[config.mk]
export PLATFORM = sky130hd
export DESIGN_NAME = unidade_pc
export DESIGN_NICKNAME = d
export VERILOG_FILES = /design/src/rtl/unidade_pc_pkg.sv /design/src/rtl/unidade_pc_pilha_retorno.sv /design/src/rtl/unidade_pc.sv
export SDC_FILE = /design/constraint.sdc
export NUM_CORES = 1
export LEC_CHECK = 0
export ABC_AREA = 1
export ABC_CLOCK_PERIOD_IN_PS = 2000
export BUFFER_PORTS_ARGS = -buffer_cell sky130_fd_sc_hd__buf_2
export CORE_MARGIN = 1.5
export CORE_UTILIZATION = 55
export DETAILED_ROUTE_END_ITERATION = 10
export PLACE_DENSITY = 0.76
export SLEW_MARGIN = 20
export SYNTH_ARGS = -nofsm -noshare
export SYNTH_HDL_FRONTEND = slang
export SYNTH_HIERARCHICAL = 1
export SYNTH_SLANG_ARGS = --single-unit
[constraint.sdc]
create_clock -name Clock -period 2 [get_ports Clock]
set_input_delay 0.1 -clock Clock [delete_from_list [all_inputs] [get_ports Clock]]
set_output_delay 0.1 -clock Clock [all_outputs]
set_load 0.05 [all_outputs]
[src/rtl/unidade_pc_pkg.sv]
// Shared definitions for the PC unit: operation encoding and default widths.
// The control unit imports this package so both sides agree on Operacao.
package unidade_pc_pkg;

  localparam int LARGURA_PC_PADRAO   = 8;
  localparam int PROFUNDIDADE_PADRAO = 4;

  typedef enum logic [2:0] {
    OP_SEQ  = 3'b000,
    OP_BEQ  = 3'b001,
    OP_BNE  = 3'b010,
    OP_JMP  = 3'b011,
    OP_CALL = 3'b100,
    OP_RET  = 3'b101,
    OP_HALT = 3'b110,
    OP_RES  = 3'b111
  } operacao_t;

endpackage

[src/rtl/unidade_pc_pilha_retorno.sv]
// Return-address LIFO: register array plus an occupancy pointer that is one bit
// wider than the index, so an empty stack and a full stack have distinct encodings.
module pilha_retorno #(
  parameter int LARGURA      = 8,
  parameter int PROFUNDIDADE = 4
) (
  input  logic               clk_i,
  input  logic               rst_i,
  input  logic               push_i,
  input  logic               pop_i,
  input  logic [LARGURA-1:0] dado_i,
  output logic [LARGURA-1:0] topo_o,
  output logic               vazia_o,
  output logic               cheia_o
);

  localparam int PW = $clog2(PROFUNDIDADE) + 1;

  logic [PW-1:0]      ptr_q, ptr_d;
  logic [PW-2:0]      idx_topo;
  logic               vazia_q, cheia_q;
  logic [LARGURA-1:0] mem_q [PROFUNDIDADE];

  assign idx_topo = ptr_q[PW-2:0] - (PW-1)'(1);
  assign topo_o   = mem_q[idx_topo];
  assign vazia_o  = vazia_q;
  assign cheia_o  = cheia_q;

  always_comb begin
    ptr_d = ptr_q;
    if (push_i)
      ptr_d = ptr_q + PW'(1);
    else if (pop_i)
      ptr_d = ptr_q - PW'(1);
  end

  // Flags are registered from the next pointer so they line up with the PC update.
  always_ff @(posedge clk_i) begin
    if (rst_i) begin
      ptr_q   <= '0;
      vazia_q <= 1'b1;
      cheia_q <= 1'b0;
    end else begin
      ptr_q   <= ptr_d;
      vazia_q <= (ptr_d == '0);
      cheia_q <= (ptr_d == PW'(PROFUNDIDADE));
    end
  end

  always_ff @(posedge clk_i) begin
    if (push_i && !rst_i)
      mem_q[ptr_q[PW-2:0]] <= dado_i;
  end

endmodule

[src/rtl/unidade_pc.sv]
// Program counter and next-address unit: sequential/branch/jump/call/return
// selection, return-address stack, and sticky halt/error flags.
module unidade_pc
  import unidade_pc_pkg::*;
#(
  parameter int LARGURA_PC         = LARGURA_PC_PADRAO,
  parameter int PROFUNDIDADE_PILHA = PROFUNDIDADE_PADRAO
) (
  input  logic                  Clock,
  input  logic                  Reset,
  input  logic                  Habilita,
  input  logic [2:0]            Operacao,
  input  logic                  Zero,
  input  logic [LARGURA_PC-1:0] Deslocamento,
  input  logic [LARGURA_PC-1:0] Destino,
  output logic [LARGURA_PC-1:0] PC,
  output logic                  PilhaVazia,
  output logic                  PilhaCheia,
  output logic                  Erro,
  output logic                  Parado
);

  operacao_t             op;
  logic                  executa;
  logic [LARGURA_PC-1:0] pc_q, pc_d, pc_mais1, pc_desvio, topo;
  logic                  erro_q, erro_d, parado_q, parado_d;
  logic                  push, pop;

  assign op        = operacao_t'(Operacao);
  assign executa   = Habilita && !parado_q;
  assign pc_mais1  = pc_q + LARGURA_PC'(1);
  // Same-width addition is the sign-extended offset add modulo 2^LARGURA_PC.
  assign pc_desvio = pc_q + Deslocamento;

  always_comb begin
    pc_d     = pc_q;
    erro_d   = erro_q;
    parado_d = parado_q;
    push     = 1'b0;
    pop      = 1'b0;
    if (executa) begin
      unique case (op)
        OP_BEQ:  pc_d = Zero ? pc_desvio : pc_mais1;
        OP_BNE:  pc_d = Zero ? pc_mais1 : pc_desvio;
        OP_JMP:  pc_d = Destino;
        OP_CALL: begin
          if (!PilhaCheia) begin
            push = 1'b1;
            pc_d = Destino;
          end else begin
            erro_d   = 1'b1;
            parado_d = 1'b1;
          end
        end
        OP_RET: begin
          if (!PilhaVazia) begin
            pop  = 1'b1;
            pc_d = topo;
          end else begin
            erro_d   = 1'b1;
            parado_d = 1'b1;
          end
        end
        OP_HALT: parado_d = 1'b1;
        default: pc_d = pc_mais1;
      endcase
    end
  end

  always_ff @(posedge Clock) begin
    if (Reset) begin
      pc_q     <= '0;
      erro_q   <= 1'b0;
      parado_q <= 1'b0;
    end else begin
      pc_q     <= pc_d;
      erro_q   <= erro_d;
      parado_q <= parado_d;
    end
  end

  pilha_retorno #(
    .LARGURA      (LARGURA_PC),
    .PROFUNDIDADE (PROFUNDIDADE_PILHA)
  ) u_pilha (
    .clk_i   (Clock),
    .rst_i   (Reset),
    .push_i  (push),
    .pop_i   (pop),
    .dado_i  (pc_mais1),
    .topo_o  (topo),
    .vazia_o (PilhaVazia),
    .cheia_o (PilhaCheia)
  );

  assign PC     = pc_q;
  assign Erro   = erro_q;
  assign Parado = parado_q;

endmodule

-- Word level (Yosys, flattened, before mapping)
Memories as Yosys holds them, arrays and structs flattened.
Cells that the tools add are included.
- bits in registers: 15
- bits in writable memories: 32
- input bits: 23
- output and inout bits: 12
- word-level logic and storage cells: 53
- memories: 1
- add/subtract/negate cells: 5
- equality and inequality tests: 11
- mux-type cells: 19
- bitwise gates (word level): 1
- reductions and logical operators: 10
- memories (memory ; depth ; bits a word ; read ports ; clocked after memory_dff ; wr ports ; line ; source):
    u_pilha.mem_q ; 4 ; 8 ; 1 ; 0 ; 1 ; unidade_pc_pilha_retorno.sv:22 ; logic [LARGURA-1:0] mem_q [PROFUNDIDADE];
- operator list (cell ; count):
    case mux 8 bit (6 select lines) ; 1
    2-to-1 mux 8 bit ; 4
    == test 3 bit (second input constant) ; 4
    AND reduction 4 bit ; 3
    2-to-1 mux 1 bit ; 10
    adder 8 x 1 -> 8 bit (second input constant) ; 1
    adder 8 bit ; 1
    == test 3 x 2 -> 1 bit (second input constant) ; 2
    2-to-1 mux 3 bit ; 2
    inequality test 2 x 1 -> 1 bit (second input constant) ; 2
    inequality test 2 bit (second input constant) ; 2
    adder 3 x 1 -> 3 bit (second input constant) ; 1
    == test 3 x 1 -> 1 bit (second input constant) ; 1
    zero test 3 bit ; 1
    case mux 1 bit (3 select lines) ; 1
    nonzero test 3 bit ; 1
    subtractor 3 x 1 -> 3 bit (second input constant) ; 1
    logical AND 1 bit ; 2
    zero test 1 bit ; 2
    case mux 1 bit (2 select lines) ; 1
    nonzero test 2 bit ; 1
    subtractor 2 x 1 -> 2 bit (second input constant) ; 1
    NOT 1 bit ; 1

-- Longest topological paths before layout
- depth after elaboration: 6
- depth in mapped cells: 14
- depth with buffers taken out: 12

-- Hierarchy
Netlist, hierarchy kept.
- by module, submodules not included (module ; times used ; cells each ; area each (um^2) ; sequential area each (um^2)):
    pilha_retorno ; 1 ; 127 ; 1524.0 ; 1061.0
    unidade_pc ; 1 ; 204 ; 1198.6 ; 200.2

-- Worst setup path before layout
Ideal clock, no wire load.
- kind: register -> register
- start point: register u_pilha.cheia_q (netlist: u_pilha/cheia_o)
- end point: memory u_pilha.mem_q[1][0] (enable)
- library setup time: 0.371 ns
- data arrival time: 1.545 ns
- data required time: 1.629 ns
- setup slack: 0.085 ns
- stages on the path, launching flop included: 5
- buffers on the path: 0
- clock period less this slack: 1.915 ns
- cells stage by stage: dfxtp_1 or2_1 nor2_1 nand2_1 nor2_1
- cells in the longest elaborated chain, start to end: 6
- ends and longest elaborated chain (what ; line ; source):
    start, declared ; unidade_pc_pilha_retorno.sv:21 ; logic vazia_q, cheia_q;
    start signal, assigned ; unidade_pc_pilha_retorno.sv:46 ; cheia_q <= (ptr_d == PW'(PROFUNDIDADE));
    2-to-1 mux 1 bit ; unidade_pc.sv:47 ; if (!PilhaCheia) begin
    2-to-1 mux 1 bit ; unidade_pc.sv:42 ; unique case (op)
    2-to-1 mux 1 bit ; unidade_pc.sv:41 ; if (executa) begin
    via push ; unidade_pc.sv:27 ; logic push, pop;
    logical AND 1 bit ; unidade_pc_pilha_retorno.sv:51 ; if (push_i && !rst_i)
    2-to-1 mux 1 bit ; unidade_pc_pilha_retorno.sv:51 ;
    2-to-1 mux 1 bit (not written as such) ; unidade_pc_pilha_retorno.sv:52 ; mem_q[ptr_q[PW-2:0]] <= dado_i;
    end, declared ; unidade_pc_pilha_retorno.sv:22 ;
The timed path passes the listed nets, and every way through them passes these cells.

-- Worst setup path in the final report
- start point: register u_pilha.ptr_q[1]
- end point: register pc_q[3] (netlist: PC[3])
- cells in the longest elaborated chain, start to end: 4
- ends and longest elaborated chain (what ; line ; source):
    start, declared ; unidade_pc_pilha_retorno.sv:19 ; logic [PW-1:0] ptr_q, ptr_d;
    start signal, assigned ; unidade_pc_pilha_retorno.sv:44 ; ptr_q <= ptr_d;
    subtractor 2 x 1 -> 2 bit ; unidade_pc_pilha_retorno.sv:24 ; assign idx_topo = ptr_q[PW-2:0] - (PW-1)'(1);
    memory read (4 x 8 bit) ; n/a ;
    via topo[3] ; unidade_pc.sv:25 ; logic [LARGURA_PC-1:0] pc_q, pc_d, pc_mais1, pc_desvio, topo;
    2-to-1 mux 8 bit ; unidade_pc.sv:56 ; if (!PilhaVazia) begin
    case mux 8 bit (6 select lines) ; unidade_pc.sv:42 ;
    end signal, assigned ; unidade_pc.sv:76 ; pc_q <= pc_d;
    end, declared ; unidade_pc.sv:25 ;
The timed path passes the listed nets, and every way through them passes these cells. The select of a mux whose other input is x is not followed.
A chain may end at the register's enable or synchronous reset.

==> impl_metrics.env <==
export IMPL_finalPower_mw=2.148
export IMPL_setup_viol=0
export IMPL_vias=2218
export IMPL_synth_top_cell_by_area="edfxtp_1"
export IMPL_synth_compound_area_frac=0.1149
export IMPL_drc=0
export IMPL_synth_simple_gate_area_frac=0.2564
export IMPL_firstDrtPassIters=4
export IMPL_synth_adder_area_share=0.06250
export IMPL_fin_crit_sh=0.8428
export IMPL_placed_cell_area_mm2=0.003000
export IMPL_power_density_mw_per_mm2=696.3
export IMPL_cts_root_buf="clkbuf_8"
export IMPL_final_area_mm2=0.003085
export IMPL_r2r_end="PC[3]"
export IMPL_post_place_ws_ps=210.6
export IMPL_crit_path_end="PC[3]"
export IMPL_synth_fp_nets=367
export IMPL_synth_cell_type_count=32
export IMPL_drv_slew=0
export IMPL_status="complete, no violations"
export IMPL_maxCapViolations=0
export IMPL_coreArea_mm2=0.004755
export IMPL_port_buffers=34
export IMPL_ir_drop_mv=0.3562
export IMPL_worstSetupPathType="flop to flop"
export IMPL_hold_viol=0
export IMPL_drtIter0Drc=179
export IMPL_maxSlewHeadroom=0.6058
export IMPL_muxShareOfSynthArea=0
export IMPL_cts_resized=0
export IMPL_endpoint_kind="flop"
export IMPL_ys_top_cells_by_area="edfxtp_1, dfxtp_1, nand2_1"
export IMPL_clock_latency_ps=300
export IMPL_cts_htree_levels=2
export IMPL_rr_worst_depth=9
export IMPL_synth_top_family_by_area="simple AND/OR/NAND/NOR gates"
export IMPL_cp_start_kind="flop"
export IMPL_path_cells="inv_1 > ha_1 > inv_1 > o21ai_0 > o22ai_1 > a22oi_1 > o21ai_0 > nor2_1 > nor2_1"
export IMPL_timing_rr_start="u_pilha/ptr_q[1]"
export IMPL_cts_tree="built"
export IMPL_fp_dieH_um=73.36
export IMPL_min_period_ps=1686
export IMPL_layout_drive_gt1_share=0.1936
export IMPL_synth_top_cell_area_share=0.3529
export IMPL_row_count=25
export IMPL_final_common_cell="nand2_1"
export IMPL_wire_per_inst_um=12.91
export IMPL_routed_wl_um=5732
export IMPL_cts_hold_buf=0
export IMPL_finalNonFillerCells=444
export IMPL_avgSynthCellArea_um2=8.225
export IMPL_fmax_mhz=593.3
export IMPL_ys_ff_latch=47
export IMPL_cp_startpoint="u_pilha/ptr_q[1]"
export IMPL_grt_pass1_wl_um=9377
export IMPL_path_max_fanout=8
export IMPL_critPathMaxStageDelay_ps=360
export IMPL_rsz0062_at_grt="false"
export IMPL_clk_pin_slew_ps=90
export IMPL_cts_sinks=47
export IMPL_syn_inst=331
export IMPL_die_x_um=73.36
export IMPL_setup_ws_ps=314.5
export IMPL_clock_skew_ps=2.855
export IMPL_synth_warnings=6
export IMPL_globalRouteOverflowTotal=0
export IMPL_worstMarginPinSlew_ps=586.8
export IMPL_tns_ps=0
export IMPL_dp_hpwl_um=4294
export IMPL_pin_count=35
export IMPL_cts_buffer_depth=2
export IMPL_hp_class="input pin to flop"
export IMPL_final_cell_mix="nand2_1, nor2_1, inv_1"
export IMPL_start_util=0.5726
export IMPL_cellLeakagePower_nw=1.452
export IMPL_nets=412
export IMPL_area_growth_synth_to_final_pct=13.33
export IMPL_vias_per_cell=4.995
export IMPL_grt_usage=0.2305
export IMPL_antenna_left=0
export IMPL_dp_cells=436
export IMPL_synthXorXnorAreaFrac=0.01608
export IMPL_numCtsBuffers=5
export IMPL_cp_arrival_ps=1930
export IMPL_r2r_slack_ps=310
export IMPL_antenna_found_initial=0
export IMPL_postCtsSetupBuffers=0
export IMPL_crit_slowest_cell="dfxtp_1"
export IMPL_min_from="Reset"
export IMPL_synthesis_area_mm2=0.002723
export IMPL_antennaDiodeCount=0
export IMPL_grt_pass1_vias=2049
export IMPL_die_area_mm2=0.005381
export IMPL_yosysSeqAreaShare=0.4632
export IMPL_grt_max_degree=20
export IMPL_cp_data_required_time_ps=2240
export IMPL_place_congestion=0.8451
## how the worst min path moves through the flow
stage | endpoint | slack (ps) | cells past startpoint
floorplan | Erro | 170 | 1
global placement | Parado | 360 | 2
finish | Erro | 50 | 2
global route | Erro | 50 | 2
detailed placement | Parado | 360 | 2
CTS | Parado | 40 | 2
## routing by layer
layer | vias up | track usage | part of all wire
li1 | 1184 | - | -
met1 | 988 | 0.3161 | 0.49
met2 | 36 | 0.3646 | 0.47
met3 | 10 | 0.04115 | 0.028
met4 | 0 | 0.09053 | 0.015
met5 | - | 0 | 0
## critical path, delay by kind of cell (launching register included)
| kind | cells | cell delay [ps] |
|---|---|---|
| flip-flops | 1 | 360 |
| buffers and inverters | 2 | 280 |
| AND/OR/NAND/NOR | 2 | 130 |
| AO/OA/AOI/OAI | 4 | 580 |
| adder cells (fa/ha/maj) | 1 | 290 |
## registers in the layout, indices dropped and copies added, names as in the netlist
signal,count
Parado,1
Erro,1
u_pilha/ptr_q,3
u_pilha/mem_q,32
u_pilha/vazia_o,1
PC,8
u_pilha/cheia_o,1
## final cells by class
class,count,area (µm²)
Clock inverter,2,12.51
Sequential cell,47,1261
Inverter,48,185.2
Fill cell,443,1669
Timing Repair Buffer,44,245.2
Multi-Input combinational cell,230,1225
Tap cell,67,83.83
Clock buffer,6,72.57
## cells in the mapped netlist (all sizes together)
master / n
fa: 1
a22oi: 6
xor2: 3
o22ai: 8
o21a: 2
a21oi: 8
dfxtp: 15
nor3: 1
o21ai: 27
inv: 48
ha: 12
o211ai: 1
nand4: 6
nand3: 19
or2: 1
buf: 6
a31o: 1
nor2: 50
nand3b: 1
nand2: 81
edfxtp: 32
xnor2: 2
## report_power, final
| group | switching (mW) | internal, mW | leakage [nW] |
|---|---|---|---|
| Sequential | 0.0341 | 1.08 | 0.417 |
| Clock | 0.317 | 0.245 | 0.0428 |
| Combinational | 0.320 | 0.158 | 0.992 |
## cells by family after synthesis
| logic type | after synthesis |
|---|---|
| flip-flops | 47 |
| adder cells (fa/ha/maj) | 13 |
| AND/OR/NAND/NOR | 159 |
| buffers and inverters | 54 |
| AO/OA/AOI/OAI | 53 |
| XOR/XNOR | 5 |
## per-stage QoR
stage | hold slack [ps] | utilization
floorplan | 169.1 | -
global placement | 359.2 | 0.6311
detailed placement | 360.3 | 0.6311
CTS | 39.32 | 0.6489
global route | 49.73 | 0.6489
finish | 48.94 | 0.6489
No activity file was read; power rests on OpenSTA's default activity.
